**config.mk**
```make
export PLATFORM = sky130hd
export DESIGN_NAME = seq_decoder
export DESIGN_NICKNAME = d
export VERILOG_FILES = /design/src/rtl/seq_decoder.sv
export SDC_FILE = /design/constraint.sdc
export NUM_CORES = 1
export LEC_CHECK = 0
export ABC_CLOCK_PERIOD_IN_PS = 9900
export CELL_PAD_IN_SITES_DETAIL_PLACEMENT = 1
export CELL_PAD_IN_SITES_GLOBAL_PLACEMENT = 1
export CORE_MARGIN = 2
export CORE_UTILIZATION = 29
export DETAILED_ROUTE_END_ITERATION = 12
export DONT_BUFFER_PORTS = 1
export PLACE_DENSITY = 0.44
export SETUP_SLACK_MARGIN = 0.5
export SYNTH_ARGS = -nofsm -noshare
export SYNTH_HDL_FRONTEND = slang
export SYNTH_SLANG_ARGS = --single-unit
```
**constraint.sdc**
```tcl
create_clock -name clk -period 9.9 [get_ports clk]
set_input_delay 0.99 -clock clk [delete_from_list [all_inputs] [get_ports clk]]
set_output_delay 0.99 -clock clk [all_outputs]
set_load 0.02 [all_outputs]
```
**src/rtl/seq_decoder.sv**
```systemverilog
// Nucleotide sequence decoder: captures up to DEPTH 3-bit symbols, then emits
// them as ASCII characters followed by a newline over a valid/ready stream.
module seq_decoder #(
  parameter int DEPTH = 128
) (
  input  logic       clk,
  input  logic       rst,
  input  logic       start,
  input  logic [2:0] sym_in,
  input  logic       sym_valid,
  input  logic       sym_last,
  output logic       sym_ready,
  output logic [7:0] char_out,
  output logic       char_valid,
  input  logic       char_ready,
  output logic [7:0] count,
  output logic       done,
  output logic       err
);

  localparam int AW = (DEPTH > 1) ? $clog2(DEPTH) : 1;

  typedef enum logic [2:0] {IDLE, LOAD, EMIT, EOL, DONE} state_t;

  state_t        state, state_nxt;
  logic [2:0]    buf_mem [DEPTH];
  logic [AW-1:0] rd;
  logic          accept;
  logic          load_end;
  logic          emit_xfer;
  logic          emit_end;

  function automatic logic [7:0] decode(input logic [2:0] code);
    logic [7:0] ch;
    case (code)
      3'd0:    ch = 8'h2D;
      3'd1:    ch = 8'h47;
      3'd2:    ch = 8'h54;
      3'd3:    ch = 8'h41;
      3'd4:    ch = 8'h43;
      default: ch = 8'h4E;
    endcase
    return ch;
  endfunction

  assign accept    = (state == LOAD) && sym_valid;
  assign load_end  = accept && (sym_last || (count == 8'(DEPTH - 1)));
  assign emit_xfer = (state == EMIT) && char_ready;
  // rd only ever indexes captured symbols, so the last one is count-1
  assign emit_end  = emit_xfer && (8'(rd) == (count - 8'd1));

  always_ff @(posedge clk) begin
    if (rst) state <= IDLE;
    else     state <= state_nxt;
  end

  always_comb begin
    state_nxt  = state;
    sym_ready  = 1'b0;
    char_valid = 1'b0;
    char_out   = 8'h00;
    done       = 1'b0;
    case (state)
      IDLE: begin
        if (start) state_nxt = LOAD;
      end
      LOAD: begin
        sym_ready = 1'b1;
        if (load_end) state_nxt = EMIT;
      end
      EMIT: begin
        char_valid = 1'b1;
        char_out   = decode(buf_mem[rd]);
        if (emit_end) state_nxt = EOL;
      end
      EOL: begin
        char_valid = 1'b1;
        char_out   = 8'h0A;
        if (char_ready) state_nxt = DONE;
      end
      DONE: begin
        done      = 1'b1;
        state_nxt = IDLE;
      end
      default: state_nxt = IDLE;
    endcase
  end

  always_ff @(posedge clk) begin
    if (rst) begin
      count <= 8'd0;
      err   <= 1'b0;
      rd    <= '0;
    end else begin
      if ((state == IDLE) && start) begin
        count <= 8'd0;
        err   <= 1'b0;
      end
      if (accept) begin
        count <= count + 8'd1;
        if (sym_in >= 3'd5) err <= 1'b1;
      end
      if (emit_xfer) rd <= emit_end ? '0 : rd + AW'(1);
    end
  end

  // Buffer contents need no reset; entries are always written before being read.
  always_ff @(posedge clk) begin
    if (accept) buf_mem[count[AW-1:0]] <= sym_in;
  end

endmodule

```
==> reports/metrics.cfg <==
[clock_network]
clkTransAtPathRegs_ps = 60
ctsResizeCount = 0
root_buffer = clkbuf_16
cts.sinks = 410
insertion_delay_ps = 570
cts_tree = done
postCtsSetupBuffers = 0
cts_hold_buf = 0
cts-buffers-inserted = 48
clockBufferDepth = 3
cts_max_level = 2

[yosys]
ys_warn_count = 0
avgSynthCellArea_sq_um = 18.8
async_flop_share_pct = 0
syn-num-nets = 899
yosysMostFrequentCell = edfxtp_1
synth_edf_count = 384
synth_top_family_by_area = multiplexers
synthSimpleGateAreaFrac_pct = 6.21
synth_compound_area_share_pct = 1.20
synth_top_area_share_pct = 69.3
yosys-top-cells-count = edfxtp_1 (384), nor2_1 (135), mux4_2 (126), clkbuf_1 (37), nand2_1 (34)
seq_area_frac_synth_pct = 72.5
ys_ff_latch = 410
synthTopCellsByArea = edfxtp_1 (69%), mux4_2 (17%), dfxtp_1 (3.1%), nor2_1 (3.0%), clkbuf_1 (0.84%)
synth_mux_area_share_pct = 17.5
synth_xor_area_share_pct = 0.843
synth.distinct_cells = 46
syn_area_sq_um = 16600
synth_top_area_cell = edfxtp_1
syn_inst = 887
yosys.area_share.adder_pct = 0.226
ys.flop_type = edfxtp_1

[cells_and_area]
fin_util_pct = 33.5
multi_input_area_sq_um = 4320
insertedDiodeCount = 0
fillCellCount = 5611
syn2layout_area_growth_pct = 13.9
register_area_sq_um = 12100
drive_above_1_share_pct = 24.2
final_cell_area_sq_um = 18900
nets = 904
fin_cells = 1686

[sta]
slew_viol_final = 0
hold_slack_ps = 481
finalCritPeriodShare_pct = 59.5
rsz0062_at_grt = false
tightest_slew_ps = 966
fin_crit_ps = 5890
setup_slack_ps = 4010
setup_viol = 0
relSlewSlack_pct = 35.4
max_freq_mhz = 170
hold_viol = 0
tns_ps = 0
finalClockSkew_ps = 11.0

[placement]
hpwl_microns = 24700
numPortBuffers = 0
gp_congestion = 0.659
place_ws_ps = 4490
dp_cells = 1598
place_area_sq_um = 17400

[worst_setup_path]
crit_chain = buf_4 > mux4_2 > mux4_2 > mux4_2 > mux2i_2 > nand2_1 > a21boi_0
endpoint_kind = output pin
cp_max_fo = 57
crit_slowest_cell = buf_4
startpoint_type = flop
cp.arrival_ps = 4900
cpPeakStageDelay_ps = 810
crit_path_frequent_cell = mux4_2
cp_data_required_time_ps = 8910
reg2reg_slack_ps = 6780
critPathKind = flop to output pin

[run]
max-cap-violations = 0

[global_routing]
antenna_found_initial = 0
grt_pass1_vias = 8769
grt_start_max_net_pins = 130
grt_pass1_wl_microns = 63300
overflow = 0
track_usage_pct = 14.7

[die]
coreArea_sq_um = 56500
io_pins = 29
rows = 87
start_util_pct = 29.4
dieArea_sq_um = 59300
die_x_microns = 243
die_height_microns = 243

[run_status]
status = completed

[drt]
antenna_left = 0
wl_met1_microns = 19800
vias = 8027
wl_per_cell_microns = 25.2
wl_met2_microns = 20400
vias_per_cell = 4.76
highest_layer = met4
dr.pass1.iters = 4
drc = 0
wl_microns = 42500
wl_met3_microns = 1370
first_iter_violations = 513

[pwr]
p_per_area_nw_per_um2 = 196
p_leak_nw = 5.45
ir_drop_mv = 0.105
power.total_mw = 3.72

[hold_path]
hp-class = input port to flop

[cell usage in the layout, fill, tap and decap left out, drive strengths merged, types with 6 or more instances in the layout]
cell type,instances
edfxtp,384
nor2,135
mux4,126
clkbuf,58
nand2,34
dfxtp,26
clkinv,20
nand3,14
a21oi,13
buf,11
xnor2,10
nor2b,7
nor3,7
o21ai,7
xor2,6
or2,6
[layout make-up]
| type | instances | area share [%] |
|---|---|---|
| flip-flops and latches | 410 | 63.7 |
| multi-input cells | 417 | 22.8 |
| clock buffers | 58 | 6.65 |
| well taps | 756 | 4.99 |
| clock inverters | 30 | 1.40 |
| repair buffers | 11 | 0.436 |
| inverters | 4 | 0.0792 |
[routing by layer]
| metal | GRT usage (%) | vias to the layer above |
|---|---|---|
| met2 | 23.4 | 102 |
| met4 | 4.20 | 0 |
| met5 | 0 | - |
| li1 | - | 3566 |
| met3 | 2.52 | 55 |
| met1 | 20.6 | 4304 |
[power by group]
group | total, mW | switching (mW) | internal (mW) | leakage (nW)
Combinational | 0.0869 | 0.0457 | 0.0412 | 1.05
Clock | 1.73 | 0.714 | 1.01 | 0.743
Sequential | 1.90 | 0.00749 | 1.90 | 3.66
[registers in the layout (all words and copies together), names as in the netlist, named ones only]
register	flops
count	8
rd	7
buf_mem	384
err	1
state	3
[cell families (layout without fill, tap and decap cells)]
family,count (synthesis),in the layout
buffers and inverters,60,103
AO/OA/AOI/OAI,32,32
XOR/XNOR,16,16
flip-flops,410,410
adder cells (fa/ha/maj),3,3
other,1,1
multiplexers,131,131
AND/OR/NAND/NOR,234,234
[critical path: cells and delay by family, from the launching register on]
kind | cells | cell delay [ps]
and+or+nand+nor | 1 | 130
AOI/OAI and AO/OA | 1 | 660
DFF | 1 | 730
buffers and inverters | 1 | 810
muxes | 4 | 1860
[path summary, 6_finish.rpt]
check / cells after the start / to / from
setup / recovery: 7 / char_out[0] / flop
hold / removal: 1 / count[2] / rst
setup reg to reg: 6 / buf_mem[59][0] / state[0]
hold reg to reg: 2 / flop / rd[1]
Note: power is estimated with default switching activity, not from simulation.
